## src/rtl/slow_clk_monitor_if.sv

```systemverilog
`timescale 1ns/1ps
`default_nettype none
// ============================================================================
//  Module   : slow_clk_monitor_if
//  Brief    : Signal bundle between a slow square-wave source and the
//             slow_clk_monitor block that checks it.
//  Revision : 1.0 - initial release
// ============================================================================
interface slow_clk_monitor_if #(
  parameter int CNT_W = 28
) ();
  logic             clk_in;
  logic             rise_pulse;
  logic             fall_pulse;
  logic [CNT_W-1:0] period;
  logic             period_valid;
  logic             locked;
  logic             lost;

  // Source side: produces the slow wave, observes the monitor results
  modport master (
    output clk_in,
    input  rise_pulse, fall_pulse, period, period_valid, locked, lost
  );

  // Monitor side: consumes the slow wave, produces ticks and status
  modport slave (
    input  clk_in,
    output rise_pulse, fall_pulse, period, period_valid, locked, lost
  );
endinterface
`default_nettype wire

```

## src/rtl/slow_clk_monitor.sv

```systemverilog
`timescale 1ns/1ps
`default_nettype none
// ============================================================================
//  Module   : slow_clk_monitor
//  Brief    : Synchronizes a slow square wave, emits one-cycle rise/fall
//             ticks, measures the rising-to-rising period and reports
//             lock against an expected period or loss after a timeout.
//  Revision : 1.0 - initial release
// ============================================================================
module slow_clk_monitor #(
  parameter int unsigned EXP_PERIOD = 100000000,
  parameter int unsigned TOLERANCE  = 1000,
  parameter int unsigned TIMEOUT    = 150000000,
  parameter int          CNT_W      = 28
) (
  input  wire logic          clk,
  input  wire logic          rst,
  slow_clk_monitor_if.slave  mon_if
);

  // Lock window and timeout, fixed at elaboration
  localparam logic [CNT_W-1:0] LO_BOUND  = CNT_W'(EXP_PERIOD - TOLERANCE);
  localparam logic [CNT_W-1:0] HI_BOUND  = CNT_W'(EXP_PERIOD + TOLERANCE);
  localparam logic [CNT_W-1:0] TMO_LIMIT = CNT_W'(TIMEOUT);

  typedef enum logic [1:0] {
    S_IDLE    = 2'd0,
    S_MEASURE = 2'd1,
    S_LOCKED  = 2'd2
  } state_t;

  state_t           state_q, state_d;
  logic             s1_q, s2_q, s3_q;
  logic             rise_q, fall_q;
  logic [CNT_W-1:0] cnt_q, cnt_d;
  logic [CNT_W-1:0] period_q, period_d;
  logic             pvalid_q, pvalid_d;
  logic             locked_q;
  logic             lost_q, lost_d;

  logic             rise, fall, in_range;
  logic [CNT_W-1:0] cnt_inc;

  // Edge detect on the synchronized wave; s3 is the one-cycle history
  assign rise     = s2_q & ~s3_q;
  assign fall     = ~s2_q & s3_q;
  // cnt holds (cycles since last rise) - 1, so +1 is the interval length
  assign cnt_inc  = cnt_q + CNT_W'(1);
  assign in_range = (cnt_inc >= LO_BOUND) && (cnt_inc <= HI_BOUND);

  // Two-flop synchronizer, history flop and registered edge pulses
  always_ff @(posedge clk or posedge rst) begin
    if (rst) begin
      s1_q   <= 1'b0;
      s2_q   <= 1'b0;
      s3_q   <= 1'b0;
      rise_q <= 1'b0;
      fall_q <= 1'b0;
    end else begin
      s1_q   <= mon_if.clk_in;
      s2_q   <= s1_q;
      s3_q   <= s2_q;
      rise_q <= rise;
      fall_q <= fall;
    end
  end

  // State, interval counter and status output registers
  always_ff @(posedge clk or posedge rst) begin
    if (rst) begin
      state_q  <= S_IDLE;
      cnt_q    <= '0;
      period_q <= '0;
      pvalid_q <= 1'b0;
      locked_q <= 1'b0;
      lost_q   <= 1'b0;
    end else begin
      state_q  <= state_d;
      cnt_q    <= cnt_d;
      period_q <= period_d;
      pvalid_q <= pvalid_d;
      locked_q <= (state_d == S_LOCKED);
      lost_q   <= lost_d;
    end
  end

  // Next state: a rise always wins over a coincident timeout
  always_comb begin
    state_d  = state_q;
    period_d = period_q;
    pvalid_d = 1'b0;
    lost_d   = lost_q;
    cnt_d    = (cnt_q == TMO_LIMIT) ? cnt_q : cnt_inc;

    if (rise) begin
      cnt_d  = '0;
      lost_d = 1'b0;
      case (state_q)
        S_IDLE: begin
          // First edge only establishes the reference point
          state_d = S_MEASURE;
        end
        S_MEASURE, S_LOCKED: begin
          pvalid_d = 1'b1;
          period_d = cnt_inc;
          state_d  = in_range ? S_LOCKED : S_MEASURE;
        end
        default: state_d = S_IDLE;
      endcase
    end else if ((state_q != S_IDLE) && (cnt_inc == TMO_LIMIT)) begin
      state_d = S_IDLE;
      lost_d  = 1'b1;
    end
  end

  assign mon_if.rise_pulse   = rise_q;
  assign mon_if.fall_pulse   = fall_q;
  assign mon_if.period       = period_q;
  assign mon_if.period_valid = pvalid_q;
  assign mon_if.locked       = locked_q;
  assign mon_if.lost         = lost_q;

endmodule
`default_nettype wire

```

## src/flat_wrapper.sv

```systemverilog
// flat-port wrapper written by rule: the top's interface ports become plain ports
module slow_clk_monitor_flat 
#(
  parameter int unsigned EXP_PERIOD = 100000000,
  parameter int unsigned TOLERANCE  = 1000,
  parameter int unsigned TIMEOUT    = 150000000,
  parameter int          CNT_W      = 28
)
  (clk, rst, mon_if_clk_in, mon_if_rise_pulse, mon_if_fall_pulse, mon_if_period, mon_if_period_valid, mon_if_locked, mon_if_lost);
  slow_clk_monitor_if #(.CNT_W(CNT_W)) mon_if_i ();
  input  wire logic clk;
  input  wire logic rst;
  input wire logic [$bits(mon_if_i.clk_in)-1:0] mon_if_clk_in;
  output wire logic [$bits(mon_if_i.rise_pulse)-1:0] mon_if_rise_pulse;
  output wire logic [$bits(mon_if_i.fall_pulse)-1:0] mon_if_fall_pulse;
  output wire logic [$bits(mon_if_i.period)-1:0] mon_if_period;
  output wire logic [$bits(mon_if_i.period_valid)-1:0] mon_if_period_valid;
  output wire logic [$bits(mon_if_i.locked)-1:0] mon_if_locked;
  output wire logic [$bits(mon_if_i.lost)-1:0] mon_if_lost;
  assign mon_if_i.clk_in = mon_if_clk_in;
  assign mon_if_rise_pulse = mon_if_i.rise_pulse;
  assign mon_if_fall_pulse = mon_if_i.fall_pulse;
  assign mon_if_period = mon_if_i.period;
  assign mon_if_period_valid = mon_if_i.period_valid;
  assign mon_if_locked = mon_if_i.locked;
  assign mon_if_lost = mon_if_i.lost;
  slow_clk_monitor #(.EXP_PERIOD(EXP_PERIOD), .TOLERANCE(TOLERANCE), .TIMEOUT(TIMEOUT), .CNT_W(CNT_W)) u_core (.clk(clk), .rst(rst), .mon_if(mon_if_i));
endmodule
```

## config.mk

```make
export PLATFORM = sky130hd
export DESIGN_NAME = slow_clk_monitor_flat
export DESIGN_NICKNAME = d
export VERILOG_FILES = /design/src/rtl/slow_clk_monitor_if.sv /design/src/rtl/slow_clk_monitor.sv /design/src/flat_wrapper.sv
export SDC_FILE = /design/constraint.sdc
export NUM_CORES = 1
export LEC_CHECK = 0
export ABC_AREA = 1
export BUFFER_PORTS_ARGS = -buffer_cell sky130_fd_sc_hd__buf_4
export CORE_ASPECT_RATIO = 1.2
export CORE_MARGIN = 2
export CORE_UTILIZATION = 45
export CTS_CLUSTER_DIAMETER = 100
export DETAILED_ROUTE_END_ITERATION = 10
export GPL_TIMING_DRIVEN = 0
export PLACE_DENSITY = 0.66
export SLEW_MARGIN = 10
export SYNTH_ARGS = -nofsm -noshare
export SYNTH_HDL_FRONTEND = slang
export SYNTH_SLANG_ARGS = --single-unit
```

## constraint.sdc

```tcl
create_clock -name clk -period 2.9 [get_ports clk]
set_input_delay 0.58 -clock clk [delete_from_list [all_inputs] [get_ports clk]]
set_output_delay 0.58 -clock clk [all_outputs]
set_load 0.005 [all_outputs]
```

==> out/qor.csv <==
metric,value,unit
dpl.hpwl,6.80,mm
path_cells,"ha_2, nand2_1, nor2_4, nand3_1, clkinv_1, nand3_1, nand2_1, inv_2, nor2_1, nand4_1, nor2_1, nand4_1, nand3_1, nand2_1, inv_1, nor2_2",
worst-setup-path-type,flip-flop to flip-flop,
synth_area_per_cell,7.55,µm²
fp-row-count,35,
synth_area_leaders,"dfrtp_1 47%, nand2_1 13%, nor2_1 7.9%, inv_1 5.6%, o21ai_0 4.2%",
fin_cells,603,
tns,0,ns
startpoint_type,flip-flop,
dieArea,8470,µm²
synth_top_area_share,47.4,%
ir_drop,0.307,mV
fin_worst_skew,0.00733,ns
ys_ff_latch,66,
antenna_cells,0,
synthArstFlopShare,100,%
cts.sink_count,66,
place.gp.congestion,0.978,
ys.flop_type,dfrtp_1,
wl,8.90,mm
area_growth,15.6,%
htreeDepth,3,
ys_seq_area_share,47.4,%
finalSetupViolCount,0,
fin_nets,515,
core_area,7620,µm²
vias,3092,
start_util,45.7,%
timing.fmax,380,MHz
timing.final.crit_share,90.7,%
cap_violations,0,
wl_per_cell,14.8,µm
first_global_vias,3028,
root_buffer,clkbuf_8,
synth-edff-count,0,
cts_tree,yes,
tightest_slew,0.797,ns
final_hold_viol_count,0,
final_max_slew_viol_count,0,
dp_cells,589,
antenna_found_initial,0,
p_per_area,501,nW/µm²
cts_buffers,9,
syn_inst,462,
grt_usage,22.6,%
mappedNetlistArea,3490,µm²
synth_common_cells,"122 x nand2_1, 73 x nor2_1, 66 x dfrtp_1",
min_period,2.63,ns
yosysMostFrequentCell,nand2_1,
grt_max_degree,67,
post-route-drc-count,0,
run_status,"complete, no violations",
grt_pass1_wl,14.8,mm
ant_nets,0,
clk_latency,0.34,ns
critPathSlowestCell,dfrtp_1,
cellLeakagePower,2.00,nW
synth_top_area_cell,dfrtp_1,
critPathMaxStageDelay,0.43,ns
clkSlewWorstSetupHoldPaths,0.07,ns
die_width,84.3,µm
die_y,100,µm
critPathArrivalTime,2.87,ns
grt_remaining_overflow,0,
synthDistinctLibCells,32,
layout-drive-gt1-share,17.0,%
viasPerCell,5.13,
cp_max_fo,5,
endpoint_kind,flip-flop,
yosys_warnings,0,
synth_nets,469,
cts_buffer_depth,2,
dr.pass1.iters,5,
drt_iter0_markers,215,
ios,36,
hold_buffers,0,
hold_class,input pin to flip-flop,
numPortBuffers,35,
critPathRequiredTime,3.14,ns
maxSlewHeadroom,46.9,%
post_cts_buffers,0,
-- cell families after synthesis --
| logic type | share of synthesized area [%] |
|---|---|
| xor+xnor | 1.26 |
| buf+inv | 7.54 |
| flops | 47.4 |
| compound gates | 6.46 |
| simple gates | 35.9 |
| fa+ha+maj | 1.44 |
-- per-stage QoR --
step	area (µm²)	setup slack, ns	hold slack, ns	utilization [%]	power, W
finish	4030	0.270	0.343	52.9	0.00202
global route	4030	-0.00667	0.320	52.9	0.00213
CTS	4020	0.189	0.320	52.8	0.00204
detailed placement	3870	0.184	0.342	50.7	0.00138
global placement	3860	-0.0823	0.341	50.7	0.00137
floorplan	3490	0.665	0.331	-	0.00125
-- area by class of cell --
| cell class | instances | area (µm²) |
|---|---|---|
| clock inverter | 4 | 20.0 |
| tap | 92 | 115 |
| clock buffer | 10 | 138 |
| inverter | 59 | 224 |
| multi-input combinational | 327 | 1580 |
| buffer | 10 | 41.3 |
| fill | 766 | 3590 |
| timing repair buffer | 35 | 263 |
| sequential | 66 | 1650 |
-- worst max-delay path, delay by kind of cell (launching register included) --
| family | cells | cell delay (ns) |
|---|---|---|
| AND/OR/NAND/NOR | 12 | 1.61 |
| adder cells (fa/ha/maj) | 1 | 0.27 |
| buffers and inverters | 3 | 0.22 |
| flip-flops | 1 | 0.43 |
-- per-layer routing --
layer  GRT usage [%]  up-vias  share of wire (%)
li1                -     1551                  -
met2            35.7       75                 46
met4            11.0        0                3.0
met1            29.9     1449                 47
met3            4.28       17                4.0
met5               0        -                  0
-- power by group --
group,switching [W],internal [W]
Sequential,0.0000510,0.000982
Combinational,0.000205,0.000124
Clock,0.000338,0.000318
-- flip-flops by register name (all words and copies together) (netlist names) --
register	cells
u_core.state_q	2
u_core.mon_if.rise_pulse	1
u_core.s2_q	1
u_core.mon_if.lost	1
u_core.mon_if.period_valid	1
u_core.mon_if.fall_pulse	1
u_core.mon_if.period	28
u_core.cnt_q	28
u_core.s1_q	1
u_core.s3_q	1
u_core.mon_if.locked	1
-- cell usage in the layout, fill, tap and decap left out, types with 8 or more instances in the layout --
master and n:
o21ai_0 29, nand3_1 23, buf_4 36, dfrtp_1 66, nor2_1 73, nand2_1 122, inv_1 51, nand2_2 8
clkbuf_8 10, nand4_1 17, clkbuf_1 8
-- worst paths after layout --
kind | to | cells past startpoint | start | slack, ns
setup reg to reg | u_core.mon_if.locked$_DFF_PP0_ | 16 | u_core.cnt_q[0]$_DFFE_PP0P_ | 0.27
min in group asynchronous | u_core.mon_if.period[15]$_DFFE_PP0P_ | 2 | rst | 0.40
max in group asynchronous | u_core.mon_if.period[3]$_DFFE_PP0P_ | 2 | rst | 1.98
hold reg to reg | u_core.s2_q$_DFF_PP0_ | 0 | u_core.s1_q$_DFF_PP0_ | 0.36
setup / recovery | u_core.mon_if.locked$_DFF_PP0_ | 16 | u_core.cnt_q[0]$_DFFE_PP0P_ | 0.27
hold / removal | u_core.s1_q$_DFF_PP0_ | 1 | mon_if_clk_in | 0.34
-- timing repair --
| action | 4_1_cts | 5_1_grt |
|---|---|---|
| endpoints found under the hold margin | 0 | 0 |
| setup endpoints to repair | 0 | 3 |
| resized for setup | 0 | 2 |
(Power assumes the default switching activity.)
